--- src/rtl/uart_tx_fifo_if.sv ---
// Push/status bundle between the CPU IO page and uart_tx_fifo.
// FIFO_DEPTH must match the attached uart_tx_fifo so o_level widths agree.
interface uart_tx_fifo_if #(
    parameter int FIFO_DEPTH = 16
) ();
    localparam int LVL_W = $clog2(FIFO_DEPTH) + 1;

    logic [7:0]       i_data;
    logic             i_valid;
    logic             o_ready;
    logic             i_clr_ovf;
    logic             o_busy;
    logic [LVL_W-1:0] o_level;
    logic             o_overflow;
    logic             o_uart_tx;

    modport master (
        output i_data, i_valid, i_clr_ovf,
        input  o_ready, o_busy, o_level, o_overflow, o_uart_tx
    );

    modport slave (
        input  i_data, i_valid, i_clr_ovf,
        output o_ready, o_busy, o_level, o_overflow, o_uart_tx
    );
endinterface

--- src/rtl/uart_tx_fifo.sv ---
// UART transmitter fed by a circular transmit FIFO; frames go out back-to-back.
// Define UART_TX_PARITY_EN to insert an even-parity bit between data and stop.
module uart_tx_fifo #(
    parameter int CLK_FREQ_HZ = 100000000,
    parameter int BAUD_RATE   = 115200,
    parameter int DATA_BITS   = 8,
    parameter int FIFO_DEPTH  = 16
) (
    input  logic          clk,
    input  logic          reset,
    uart_tx_fifo_if.slave bus
);
    localparam int DIV   = CLK_FREQ_HZ / BAUD_RATE;
    localparam int CNT_W = $clog2(DIV);
    localparam int PTR_W = $clog2(FIFO_DEPTH);
    localparam int LVL_W = PTR_W + 1;
    localparam int IDX_W = $clog2(DATA_BITS);
    localparam logic [7:0] DATA_MASK = 8'((1 << DATA_BITS) - 1);

`ifdef UART_TX_PARITY_EN
    typedef enum logic [2:0] {IDLE, START, DATA, PARITY, STOP} state_t;
`else
    typedef enum logic [2:0] {IDLE, START, DATA, STOP} state_t;
`endif

    state_t           state, state_d;
    logic [CNT_W-1:0] baud_cnt, baud_d;
    logic [IDX_W-1:0] bit_idx, bit_idx_d;
    logic [7:0]       shift_reg, shift_d;
    logic             tx_q, tx_d;
    logic             pop;
    logic             bit_end;

    logic [7:0]       mem [FIFO_DEPTH];
    logic [PTR_W-1:0] wr_ptr, rd_ptr;
    logic [LVL_W-1:0] level;
    logic             overflow;
    logic             ready;
    logic             push;

    assign ready   = (level != LVL_W'(FIFO_DEPTH));
    assign push    = bus.i_valid && ready;
    assign bit_end = (baud_cnt == CNT_W'(DIV - 1));

    // NOTE: stored bytes need no reset; level gates every read, so stale entries are never sent.
    always_ff @(posedge clk) begin
        if (push) mem[wr_ptr] <= bus.i_data & DATA_MASK;
    end

    // NOTE: sequential state uses non-blocking assignments so every register samples pre-edge values.
    always_ff @(posedge clk or posedge reset) begin
        if (reset) begin
            wr_ptr   <= '0;
            rd_ptr   <= '0;
            level    <= '0;
            overflow <= 1'b0;
        end else begin
            if (push) wr_ptr <= wr_ptr + 1'b1;
            if (pop)  rd_ptr <= rd_ptr + 1'b1;
            case ({push, pop})
                2'b10:   level <= level + 1'b1;
                2'b01:   level <= level - 1'b1;
                default: level <= level;
            endcase
            // A rejected push outranks a clear in the same cycle.
            if (bus.i_valid && !ready) overflow <= 1'b1;
            else if (bus.i_clr_ovf)    overflow <= 1'b0;
        end
    end

    always_ff @(posedge clk or posedge reset) begin
        if (reset) begin
            state     <= IDLE;
            baud_cnt  <= '0;
            bit_idx   <= '0;
            shift_reg <= '0;
            tx_q      <= 1'b1;
        end else begin
            state     <= state_d;
            baud_cnt  <= baud_d;
            bit_idx   <= bit_idx_d;
            shift_reg <= shift_d;
            tx_q      <= tx_d;
        end
    end

`ifdef UART_TX_PARITY_EN
    logic parity_q;

    always_ff @(posedge clk or posedge reset) begin
        if (reset)    parity_q <= 1'b0;
        else if (pop) parity_q <= ^mem[rd_ptr];
    end
`endif

    // NOTE: every output of this block gets a default first, so no path can infer a latch.
    always_comb begin
        state_d   = state;
        baud_d    = bit_end ? '0 : baud_cnt + 1'b1;
        bit_idx_d = bit_idx;
        shift_d   = shift_reg;
        tx_d      = tx_q;
        pop       = 1'b0;
        case (state)
            IDLE: begin
                baud_d = '0;
                tx_d   = 1'b1;
                if (level != '0) begin
                    pop     = 1'b1;
                    shift_d = mem[rd_ptr];
                    tx_d    = 1'b0;
                    state_d = START;
                end
            end
            START: begin
                if (bit_end) begin
                    tx_d      = shift_reg[0];
                    bit_idx_d = '0;
                    state_d   = DATA;
                end
            end
            DATA: begin
                if (bit_end) begin
                    if (bit_idx == IDX_W'(DATA_BITS - 1)) begin
`ifdef UART_TX_PARITY_EN
                        tx_d    = parity_q;
                        state_d = PARITY;
`else
                        tx_d    = 1'b1;
                        state_d = STOP;
`endif
                    end else begin
                        shift_d   = shift_reg >> 1;
                        tx_d      = shift_reg[1];
                        bit_idx_d = bit_idx + 1'b1;
                    end
                end
            end
`ifdef UART_TX_PARITY_EN
            PARITY: begin
                if (bit_end) begin
                    tx_d    = 1'b1;
                    state_d = STOP;
                end
            end
`endif
            STOP: begin
                if (bit_end) begin
                    // Chain straight into the next start bit when more data is queued.
                    if (level != '0) begin
                        pop     = 1'b1;
                        shift_d = mem[rd_ptr];
                        tx_d    = 1'b0;
                        state_d = START;
                    end else begin
                        tx_d    = 1'b1;
                        state_d = IDLE;
                    end
                end
            end
            default: begin
                tx_d    = 1'b1;
                state_d = IDLE;
            end
        endcase
    end

    assign bus.o_ready    = ready;
    assign bus.o_level    = level;
    assign bus.o_busy     = (level != '0) || (state != IDLE);
    assign bus.o_overflow = overflow;
    assign bus.o_uart_tx  = tx_q;
endmodule

--- src/flat_wrapper.sv ---
// flat-port wrapper written by rule: the top's interface ports become plain ports
module uart_tx_fifo_flat 
#(
    parameter int CLK_FREQ_HZ = 100000000,
    parameter int BAUD_RATE   = 115200,
    parameter int DATA_BITS   = 8,
    parameter int FIFO_DEPTH  = 16
)
  (clk, reset, bus_i_data, bus_i_valid, bus_i_clr_ovf, bus_o_ready, bus_o_busy, bus_o_level, bus_o_overflow, bus_o_uart_tx);
  uart_tx_fifo_if #(.FIFO_DEPTH(FIFO_DEPTH)) bus_i ();
  input  logic clk;
  input  logic reset;
  input wire logic [$bits(bus_i.i_data)-1:0] bus_i_data;
  input wire logic [$bits(bus_i.i_valid)-1:0] bus_i_valid;
  input wire logic [$bits(bus_i.i_clr_ovf)-1:0] bus_i_clr_ovf;
  output wire logic [$bits(bus_i.o_ready)-1:0] bus_o_ready;
  output wire logic [$bits(bus_i.o_busy)-1:0] bus_o_busy;
  output wire logic [$bits(bus_i.o_level)-1:0] bus_o_level;
  output wire logic [$bits(bus_i.o_overflow)-1:0] bus_o_overflow;
  output wire logic [$bits(bus_i.o_uart_tx)-1:0] bus_o_uart_tx;
  assign bus_i.i_data = bus_i_data;
  assign bus_i.i_valid = bus_i_valid;
  assign bus_i.i_clr_ovf = bus_i_clr_ovf;
  assign bus_o_ready = bus_i.o_ready;
  assign bus_o_busy = bus_i.o_busy;
  assign bus_o_level = bus_i.o_level;
  assign bus_o_overflow = bus_i.o_overflow;
  assign bus_o_uart_tx = bus_i.o_uart_tx;
  uart_tx_fifo #(.CLK_FREQ_HZ(CLK_FREQ_HZ), .BAUD_RATE(BAUD_RATE), .DATA_BITS(DATA_BITS), .FIFO_DEPTH(FIFO_DEPTH)) u_core (.clk(clk), .reset(reset), .bus(bus_i));
endmodule
--- config.mk ---
export PLATFORM = sky130hd
export DESIGN_NAME = uart_tx_fifo_flat
export DESIGN_NICKNAME = d
export VERILOG_FILES = /design/src/rtl/uart_tx_fifo_if.sv /design/src/rtl/uart_tx_fifo.sv /design/src/flat_wrapper.sv
export SDC_FILE = /design/constraint.sdc
export NUM_CORES = 1
export LEC_CHECK = 0
export CAP_MARGIN = 20
export CORE_ASPECT_RATIO = 0.6
export CORE_MARGIN = 2
export CORE_UTILIZATION = 30
export DETAILED_ROUTE_END_ITERATION = 10
export GPL_ROUTABILITY_DRIVEN = 0
export PLACE_DENSITY_LB_ADDON = 0.1
export SETUP_SLACK_MARGIN = 0.4
export SYNTH_ARGS = -nofsm -noshare
export SYNTH_HDL_FRONTEND = slang
export SYNTH_SLANG_ARGS = --single-unit
--- constraint.sdc ---
create_clock -name clk -period 3.15 [get_ports clk]
set_clock_uncertainty 0.15 [all_clocks]
set_input_delay 0.63 -clock clk [delete_from_list [all_inputs] [get_ports clk]]
set_output_delay 0.63 -clock clk [all_outputs]
set_load 0.01 [all_outputs]
# After elaboration in Yosys (flattened, before gate mapping)
# Memory sizes are Yosys's and may differ from the RTL's.
# Cells that the tools add are included.
classes:
  shifts: 0
  n_eq_ne: 14
  muxes: 32
  n_div: 0
  n_reduce_logical: 15
  mul: 0
  addsub: 6
  order_cmp: 0
  bitwise: 0
ops:
  columns: ["operator", "n"]
  rows:
  - ["8-bit 2-to-1 mux", 4]
  - ["3-bit 2-to-1 mux", 8]
  - ["8-bit one-hot mux with 3 select lines", 1]
  - ["10-bit 2-to-1 mux", 2]
  - ["1-bit 2-to-1 mux", 12]
  - ["3-bit one-hot mux with 4 select lines", 1]
  - ["10-bit by 1-bit adder with 10-bit output (second input constant)", 1]
  - ["10-bit equality test (second input constant)", 1]
  - ["2-bit by 1-bit != test with 1-bit output (second input constant)", 5]
  - ["5-bit one-hot mux with 2 select lines", 1]
  - ["4-bit by 1-bit adder with 4-bit output (second input constant)", 2]
  - ["4-bit AND reduction", 2]
  - ["3-bit by 2-bit equality test with 1-bit output (second input constant)", 2]
  - ["3-bit one-hot mux with 2 select lines", 1]
  - ["2-bit nonzero test", 3]
  - ["3-bit nonzero test", 2]
  - ["5-bit by 1-bit adder with 5-bit output (second input constant)", 1]
  - ["5-bit != test (second input constant)", 1]
  - ["5-bit AND reduction", 1]
  - ["5-bit nonzero test", 1]
  - ["5-bit by 1-bit subtractor with 5-bit output (second input constant)", 1]
  - ["1-bit one-hot mux with 4 select lines", 1]
  - ["3-bit by 1-bit adder with 3-bit output (second input constant)", 1]
  - ["3-bit by 1-bit equality test with 1-bit output (second input constant)", 1]
  - ["other kinds (10)", 11]
word_totals:
  latchBits: 0
  romBits: 0
  memories: 1
  register_bits: 39
  ram_bits: 128
  in_bits: 12
mem_list:
  columns: ["name", "depth", "word_bits", "read_ports", "rd_ports_with_merged_regs", "wr", "line_no", "source"]
  rows:
  - ["u_core.mem", 16, 8, 1, 0, 1, "uart_tx_fifo.sv:34", "logic [7:0] mem [FIFO_DEPTH];"]

# Longest topological paths before layout
# Gate-level depths: netlist of the first run.
logic_depth:
  word_depth: 6
  depth_mapped: 13
  ltp_nobuf: 12

# Worst setup path after synthesis of the first run
# OpenSTA, ideal clock, no wires.
synth_path:
  path_type: "reg2reg"
  from: "register u_core.level[0], in the netlist u_core.bus.o_level[0]"
  to: "register u_core.level[4], in the netlist u_core.bus.o_level[4]"
  t_arrival_ns: 2.688
  setup_time_ns: 0.079
  slack_ns: 0.233
  stages_incl_launch_ff: 14
  cell_sequence: "dfrtp_1 > nor4_2 > nand2_1 > and2_1 > buf_2 > inv_1 > ha_1 > inv_1 > fa_1 > nor2b_1 > o21ai_0 > and3_1 > nor3_1 > xor2_1"
synth_via:
  word_cells_on_any_way: 12
  cone_classes: "add/sub (2); eq/ne (3); mux (4); reduce/logical (3)"
synth_lines:
  columns: ["item", "line_no", "source"]
  rows:
  - ["from (decl)", "uart_tx_fifo.sv:36", "logic [LVL_W-1:0] level;"]
  - ["from (signal assigned)", "uart_tx_fifo.sv:61", "2'b10: level <= level + 1'b1;"]
  - ["from (signal assigned)", "uart_tx_fifo.sv:62", "2'b01: level <= level - 1'b1;"]
  - ["from (signal assigned)", "uart_tx_fifo.sv:63", "default: level <= level;"]
  - ["5-bit != test (*)", "uart_tx_fifo.sv:41", "assign ready = (level != LVL_W'(FIFO_DEPTH));"]
  - ["via bus_o_ready", "flat_wrapper.sv:16", "output wire logic [$bits(bus_i.o_ready)-1:0] bus_o_ready;"]
  - ["1-bit logical AND (*)", "uart_tx_fifo.sv:42", "assign push = bus.i_valid && ready;"]
  - ["2-bit by 1-bit equality test with 1-bit output or 2-bit equality test (tied branches)", "uart_tx_fifo.sv:60", "case ({push, pop})"]
  - ["5-bit one-hot mux with 2 select lines or 2-bit nonzero test (tied branches)", null, null]
# The timed path passes the listed nets; every way through them passes the cells marked *.
# A chain may end at the register's enable or synchronous reset.

# Final worst setup path of the first run
layout_path:
  from: "register u_core.baud_cnt[0]"
  to: "register u_core.level[4], in the netlist u_core.bus.o_level[4]"
layout_via:
  elab_chain_cells: 5
  word_cells_on_any_way: 7
  cone_classes: "eq/ne (3); mux (3); reduce/logical (1)"
layout_rtl:
  columns: ["item", "line_no", "source"]
  rows:
  - ["from (decl)", "uart_tx_fifo.sv:27", "logic [CNT_W-1:0] baud_cnt, baud_d;"]
  - ["from (signal assigned)", "uart_tx_fifo.sv:80", "baud_cnt <= baud_d;"]
  - ["10-bit equality test (*)", "uart_tx_fifo.sv:43", "assign bit_end = (baud_cnt == CNT_W'(DIV - 1));"]
  - ["1-bit 2-to-1 mux (*)", "uart_tx_fifo.sv:148", "if (bit_end) begin"]
  - ["1-bit one-hot mux with 2 select lines (*)", "uart_tx_fifo.sv:104", "case (state)"]
  - ["via u_core.pop", "uart_tx_fifo.sv:31", "logic pop;"]
  - ["2-bit by 1-bit equality test with 1-bit output or 2-bit equality test (tied branches)", "uart_tx_fifo.sv:60", null]
  - ["5-bit one-hot mux with 2 select lines or 2-bit nonzero test (tied branches)", null, null]
# Marks and branches as above.

==> results by stage, run 1 <==
Floorplan:
- Once the floorplan was initialized, standard cells occupied 30.4% of the core.
- The floorplan step set the die width to 201 µm.
- The die height is 122 µm.
- The region available for standard cell placement spans 22900 µm².
- The floorplan die area is 24500 µm².
- The number of placement rows is 43.
- For this design the top-level I/O count stands at 21.

Power and ir drop:
- The leakage power is 3.02 nW.
- For this design the ratio of total power to cell area is 664 nW/µm².
- The final total power is 5.64 mW.
- Across the VDD grid, the largest voltage drop is 0.390 mV.

Drt:
- In the final routed layout, each cell accounts on average for 20.1 µm.
- Wires add up to 16.2 mm.
- The residual antenna-violating net count after detailed routing is 0.
- The remaining design rule violation count is 0.
- The detailed-router iteration count before antenna repair is 4.
- After detailed routing, the number of vias per cell comes to 4.59.
- The detailed router placed 3697 vias in this run.
- The number of DRC markers after the initial detailed-route iteration is 194.

Layout:
- The sequential cell area is 4800 µm².
- The fill cell instance count of the final layout is 2188.
- The area occupied by multi-input gates is 2110 µm².
- The register with the most flip-flops in the layout has 128 of them.
- The number of diodes is 0.
- The post-route netlist has 24.1% of its cells at a drive strength greater than 1.
- The post-route non-filler standard cell count is 805.
- The relative area change from synthesis to final layout is 22.0%.
- The net count of the finished layout is 506.
- The final standard cell area without fillers is 8490 µm².

Yosys:
- The total nets after synthesis is 446.
- For this run, the leading register cell type out of synthesis is edfxtp_1.
- The number of flip-flops and latches in the synthesized netlist is 166.
- The synthesized area is 6960 µm².
- The cell count after synthesis is 417.
- The synthesized netlist contains 46 unique library cells.
- Sorting the synthesized cells by area gives the leading types as edfxtp_1 (55%), dfrtp_1 (13%), mux4_2 (6.8%), mux4_1 (4.2%), ha_1 (2.9%).
- The part of the Yosys area used for sequential elements is 68.9%.
- The biggest area consumer among synthesized cells is edfxtp_1.
- Each instance of the synthesized netlist takes up on average 16.7 µm².
- The count of flip-flops with a built-in enable after synthesis is 128.
- The area share of the largest cell type after synthesis is 55.2%.
- Of all flip-flops after synthesis, the portion carrying an async set or reset was 22.9%.
- The synthesis warning total is 0.

Global routing:
- Entering global routing, the biggest net connects 35 pins.
- The first global-routing pass estimated 24.6 mm of wire.
- Across every metal layer, demand over resource in global routing totals 14.2%.
- The number of global-route vias before repair was 3840.
- The number of antenna violations at the first check in global routing came to 0.
- The total global routing overflow is 0.

Timing:
- The count of final hold-check violations is 0.
- The relative slew slack is 43.1%.
- The share of the cycle needed by the critical path after routing is 87.9%.
- For the pin with the worst max-slew slack, the measured transition is 851 ps.
- Setup violations remaining at the end of the flow were counted as 0.
- The number of pins with negative max-slew slack in the final report came to 0.
- The setup total negative slack is 0 ps.
- The time the final worst path needs with I/O delays and setup is 2770 ps.
- Setup repair after global routing could not meet its margin everywhere.
- The maximum achievable frequency is 361 MHz.

CTS:
- The clock slew at the register clock pins of the worst setup and hold paths is 70 ps.
- At the later pin of the worst-skew pair, clock insertion delay measures 430 ps.
- The count of H-tree levels built during CTS is 4.
- In this run, post-CTS hold repair placed 0 buffers.
- TritonCTS built the clock tree.
- The clock root buffer master is clkbuf_16.
- The maximum root-to-sink buffer count is 2.
- In this run, CTS created clock tree buffers numbering 17.
- Clock tree synthesis found a total of 166 sinks.

Critical path:
- The required arrival time at the worst endpoint is 3340 ps.
- The nature of the critical path startpoint is a flip-flop.
- The worst setup path is of the flip-flop to flip-flop kind.
- In this run the worst path has a maximum fanout of 4.
- The worst setup path is captured at a flip-flop.
- Data arrives at the worst endpoint at 2960 ps.

Place:
- Once placement finished, the instance area stood at 7720 µm².
- The cell count after placement is 760.
- The number of port buffers is 20.
- The HPWL after detailed placement is 10.8 mm.

Worst hold path:
- The type of the most critical hold path is flip-flop to flip-flop.

Flow run:
- The number of max-cap violations is 0.

Outcome:
- The run finished with clean final reports.
cell type report:
type,instances,share of cell area (%)
Tap cell,315,4.64
Inverter,12,0.560
Multi-Input combinational cell,218,24.8
Clock inverter,15,2.20
Timing Repair Buffer,62,6.21
Sequential cell,166,56.6
Clock buffer,17,5.01
placed cells by master (no fill, tap or decap), types with 4 or more instances in the layout:
master | Yosys | final
bufinv_16 | 0 | 4
clkinv_1 | 0 | 4
nand3_1 | 6 | 6
ha_1 | 16 | 13
xor2_1 | 10 | 10
xnor2_1 | 8 | 8
a21oi_1 | 25 | 24
buf_4 | 1 | 41
mux4_1 | 11 | 11
a22oi_1 | 15 | 15
nand2b_1 | 5 | 5
dfrtp_2 | 0 | 4
o21ai_0 | 9 | 8
mux4_2 | 21 | 21
nand2_1 | 19 | 19
clkdlybuf4s50_1 | 0 | 19
dfrtp_1 | 37 | 33
nor2_1 | 31 | 31
clkbuf_16 | 0 | 17
inv_1 | 12 | 10
nor3_1 | 5 | 4
edfxtp_1 | 128 | 128
nand4_1 | 4 | 4
critical path: stages, from the launching register on:
cell,delay [ps]
dfrtp_1,410
ha_4,150
and4bb_2,270
a41oi_4,120
nor3_4,270
ha_4,200
inv_4,40
fa_2,350
nor2b_2,140
o21ai_2,90
and3_4,180
nor3_4,170
xor2_1,150
layer usage:
layer | part of all wire, % | track usage (%) | up-vias
met4 | 0.66 | 4.58 | 0
met5 | 0 | 0 | -
li1 | - | - | 1730
met2 | 41 | 19.2 | 45
met3 | 5.7 | 3.05 | 6
met1 | 53 | 22.4 | 1916
worst paths after layout:
check,start,endpoint,slack (ps),cells after the start
worst max-delay path,u_core.baud_cnt[0]$_DFF_PP0_,u_core.bus.o_level[4]$_DFFE_PP0P_,380,12
worst min-delay path,u_core.baud_cnt[0]$_DFF_PP0_,u_core.baud_cnt[0]$_DFF_PP0_,370,1
worst max register to register,u_core.baud_cnt[0]$_DFF_PP0_,u_core.bus.o_level[4]$_DFFE_PP0P_,380,12
worst min register to register,u_core.baud_cnt[0]$_DFF_PP0_,u_core.baud_cnt[0]$_DFF_PP0_,370,1
max in group asynchronous,reset,u_core.state[1]$_DFFE_PP0P_,1650,3
min in group asynchronous,reset,u_core.bus.o_level[2]$_DFFE_PP0P_,520,2
through the flow:
step	util, %	setup slack (ps)	hold slack (ps)
2_1_floorplan	-	432	332
3_3_place_gp	33.7	352	354
3_5_place_dp	33.7	276	358
4_1_cts	36.7	421	376
5_1_grt	37.0	191	404
6_report	37.0	382	368
report_power, final:
group | switching (mW) | internal, mW | total (mW)
clock | 0.844 | 1.32 | 2.16
sequential | 0.134 | 2.59 | 2.73
combinational | 0.408 | 0.342 | 0.750
cell families after synthesis:
family                   share of synthesized area [%]
multiplexers                                      11.8
buffers and inverters                             2.41
XOR/XNOR                                          2.27
flip-flops                                        68.9
AND/OR/NAND/NOR                                   5.99
AO/OA/AOI/OAI                                     5.47
adder cells (fa/ha/maj)                           3.16
synthesized netlist by cell type, types with 2 or more instances:
cell,n
xor2_1,10
and3_1,4
mux4_2,21
o21ai_0,9
a22o_1,3
nand4_1,4
inv_1,12
buf_2,7
mux2_2,2
a21oi_1,25
dfrtp_1,37
nand2b_1,5
nor2b_1,4
mux4_1,11
nand2_1,19
ha_1,16
clkbuf_1,7
nor2_1,31
a22oi_1,15
nor3_1,5
xnor2_1,8
and2_1,2
mux2i_1,2
edfxtp_1,128
nand3_1,6
buf_6,2
buf_1,3
repair_timing:
item,in CTS,in global routing
gates resized for setup,6,8
setup buffers,8,5
pin swaps,6,9
setup endpoints to repair,2,1
Note: power is estimated with default switching activity, not from simulation.
==> inputs of run 2 (changes only) <==
--- a/config.mk
+++ b/config.mk
@@ -13,6 +13,7 @@
 export GPL_ROUTABILITY_DRIVEN = 0
 export PLACE_DENSITY_LB_ADDON = 0.1
 export SETUP_SLACK_MARGIN = 0.4
+export SLEW_MARGIN = 20
 export SYNTH_ARGS = -nofsm -noshare
 export SYNTH_HDL_FRONTEND = slang
 export SYNTH_SLANG_ARGS = --single-unit
==> constraint.sdc (replaced) <==
create_clock -name clk -period 2.2 [get_ports clk]
set_clock_uncertainty 0.15 [all_clocks]
set_input_delay 0.44 -clock clk [delete_from_list [all_inputs] [get_ports clk]]
set_output_delay 0.44 -clock clk [all_outputs]
set_load 0.01 [all_outputs]
==> run 2 against run 1 <==
  * The run now ends with negative setup slack left
  * Largest power group unchanged
  * Die area unchanged
  * Clock-buffer cell count stayed put
  * Clock power up 38%
  * Hold slack got worse by 150 ps
  * Non-clock buffer count is 51 higher
  * Critical path depth did not move
  * First-iteration DRC count is 1.5% higher
==> results by stage, run 2 (synthesis gave the netlist of run 1 again) <==
Critical path:
- The signal on the critical path passes through ha_4 > and4bb_2 > a41oi_2 > nor3_4 > ha_4 > inv_2 > fa_2 > nor2b_2 > o21ai_2 > and3_1 > nor3_2 > xor2_1.
- The critical path's largest stage delay is 390 ps (-20 ps).
- Counting stages on the worst path, the most repeated cell is ha_4.
- The length in cells of the worst reg-to-reg path is 12 (unchanged).
- The required arrival time at the worst endpoint came to 2400 ps (-940 ps).
- The combined buffer and inverter count along the critical path is 1 (unchanged).
- The category of the critical setup timing path is flip-flop to flip-flop.
- The register-to-register path setup slack is -430 ps (-810 ps).
- The endpoint of the most critical register-to-register path is u_core.bus.o_level[4]$_DFFE_PP0P_.
- The critical-path cell with the highest stage delay is dfrtp_1.
- The maximum fanout along the worst path came to 2 (-2).
- The startpoint identified for the worst register-to-register timing path is u_core.baud_cnt[1]$_DFF_PP0_.
- The logic depth of the worst setup path including buffers is 12 (unchanged).
- The critical path launch point is u_core.baud_cnt[1]$_DFF_PP0_.
- STA classifies the critical path endpoint as a flip-flop.
- The capture point of the worst path is u_core.bus.o_level[4]$_DFFE_PP0P_.
- The kind of cell with the highest combined delay on the critical path is simple AND/OR/NAND/NOR gates.
- The nature of the critical path startpoint is a flip-flop.
- The arrival time at the worst endpoint is 2830 ps (-130 ps).

Power and ir drop:
- The power density over cell area is 890 nW/µm² (+34%).
- The largest vdd supply drop is 0.544 mV (+39%).
- The leakage power is 3.44 nW (+14%).

CTS:
- The number of buffers inserted during clock tree synthesis is 17 (unchanged).
- The maximum root-to-sink buffer count was 2 (unchanged).
- The count of H-tree levels built during CTS is 4 (unchanged).
- TritonCTS built the clock tree.
- CTS placed an instance of clkbuf_16 at the clock tree root.
- The total clock sinks was 166 (unchanged).
- The insertion delay to the later sink of the worst-skew pair is 420 ps (about the same).
- The clock slew at the register clock pins of the worst setup and hold paths is 60 ps (about the same).

Drt:
- The remaining design rule violation count is 0 (unchanged).
- The final wirelength is 15.8 mm (-2.1%).
- The detailed-router iteration count before antenna repair was 4 (unchanged).
- The number of vias in the routed layout is 4006 (+8.4%).
- The ratio of routed vias to standard cells is 4.69 (+2.0%).
- The number of DRC markers after the initial detailed-route iteration was 197 (+1.5%).
- The residual antenna-violating net count after detailed routing is 0 (unchanged).
- The routed wirelength normalized by instance count came to 18.5 µm (-7.9%).

Layout:
- The number of diodes is 0 (unchanged).
- In the layout the commonest cells are edfxtp_1 (128), buf_4 (42), dfrtp_1 (34).
- The proportion of layout cells with a drive suffix above 1 is 47.0% (+23 points).
- The net count of the finished layout came to 557 (+10%).
- The number of flip-flops in the largest register is 128 (unchanged).
- The relative area change from synthesis to final layout is 38.8%.
- The most common library cell in the layout ignoring fill and taps is edfxtp_1.
- The post-route non-filler standard cell count is 855 (+6.2%).

Outcome:
- The run finished, with violations left.
- The final reports fail on negative setup slack.

Global routing:
- The number of global-route vias before repair is 4060 (+5.7%).
- The number of antenna violations at the first check in global routing is 0 (unchanged).
- The first-pass GRT wire length is 24.7 mm (about the same).
- The pin count of the biggest net entering global routing came to 39 (+11%).
- The total global routing overflow is 0 (unchanged).
- The aggregate global-route resource usage was 13.8% (-0.43 points).

Timing:
- The share of the cycle needed by the critical path after routing is 119% (+31 points).
- The final critical-path setup slack came to -425 ps (-807 ps).
- The final-layout worst hold slack is 219 ps (-149 ps).
- The relative slew slack is 58.4% (+15 points).
- The time the final worst path needs with I/O delays and setup is 2630 ps (-143 ps).
- The number of pins with negative max-slew slack in the final report is 0 (unchanged).
- The slew at the pin closest to its max-slew limit is 621 ps (-231 ps).
- The count of final hold-check violations is 0 (unchanged).
- Setup repair after global routing could not meet its margin everywhere.
- The final setup violation count is 6 (+6).
- The maximum achievable frequency is 381 MHz (+5.5%).

Place:
- The cell count after placement was 794 (+4.5%).
- The pre-CTS worst setup slack was -542 ps (-818 ps).
- The number of port buffers is 20 (unchanged).
- The half-perimeter wire length after detailed placement is 11.0 mm (+2.2%).

Floorplan:
- The initial core utilization was 30.4% (unchanged).
- The floorplan die area is 24500 µm² (unchanged).
- The I/O pin count is 21 (unchanged).
- The die extent in x is 201 µm (unchanged).
- The die height is 122 µm (unchanged).
- The core outline area is 22900 µm² (unchanged).
- The number of placement rows was 43 (unchanged).

Flow run:
- The number of max-cap violations is 0 (unchanged).

Worst hold path:
- The type of the most critical hold path is primary input to async pin.
-- run 2: worst min path at each step --
stage | cells after the start | end | slack [ps]
finish | 3 | u_core.wr_ptr[1]$_DFFE_PP0P_ | 220
global route | 3 | u_core.wr_ptr[2]$_DFFE_PP0P_ | 240
CTS | 3 | u_core.wr_ptr[1]$_DFFE_PP0P_ | 230
detailed placement | 1 | u_core.shift_reg[7]$_DFFE_PP0P_ | 360
global placement | 2 | u_core.bus.o_overflow$_DFFE_PP0P_ | 360
floorplan | 1 | u_core.shift_reg[7]$_DFFE_PP0P_ | 330
-- run 2: what timing repair did --
action | CTS | global route
setup buffers | 20 | 8
gates resized for setup | 104 | 39
setup endpoints to repair | 164 | 167
hold buffers | 0 | 0
cloned | 2 | 0
pin swaps | 23 | 20
-- run 2: metrics by stage --
step                setup TNS, ps  power [mW]  utilization, %  cell area [µm²]
floorplan                    -980        4.67               -             7180
global placement            -2220        5.36            36.5             8360
detailed placement          -3000        5.39            36.5             8360
CTS                         -1360        8.64            41.2             9450
global route                -1930        8.98            42.1             9660
finish                      -1290        8.60            42.1             9660
-- run 2: cell type report --
class,instances,area [µm²]
fillers,2090,13300
clock inverters,14,159
multi-input cells,218,2500
well taps,315,394
clock buffers,17,425
flip-flops and latches,166,4800
repair buffers,113,1330
inverters,12,45.0
-- run 2: worst register-to-register path, delay by kind of cell (launching register included) --
| family | cells | cell delay [ps] |
|---|---|---|
| adders and majority gates | 3 | 710 |
| DFF | 1 | 390 |
| xor gates and xnor gates | 1 | 150 |
| buffers and inverters | 1 | 40 |
| and+or+nand+nor | 5 | 910 |
| AOI/OAI and AO/OA | 2 | 190 |
-- run 2: layer usage --
metal / track usage (%) / routed length [µm] / up-vias
met5: 0 / 0 / -
met4: 3.61 / 102 / 0
met3: 3.24 / 605 / 8
met2: 18.4 / 6490 / 56
met1: 22.0 / 8610 / 2111
li1: - / - / 1831
-- run 2: power breakdown --
| group | switching [mW] | internal (mW) |
|---|---|---|
| combinational | 0.886 | 0.851 |
| clock | 1.22 | 1.77 |
| sequential | 0.163 | 3.71 |
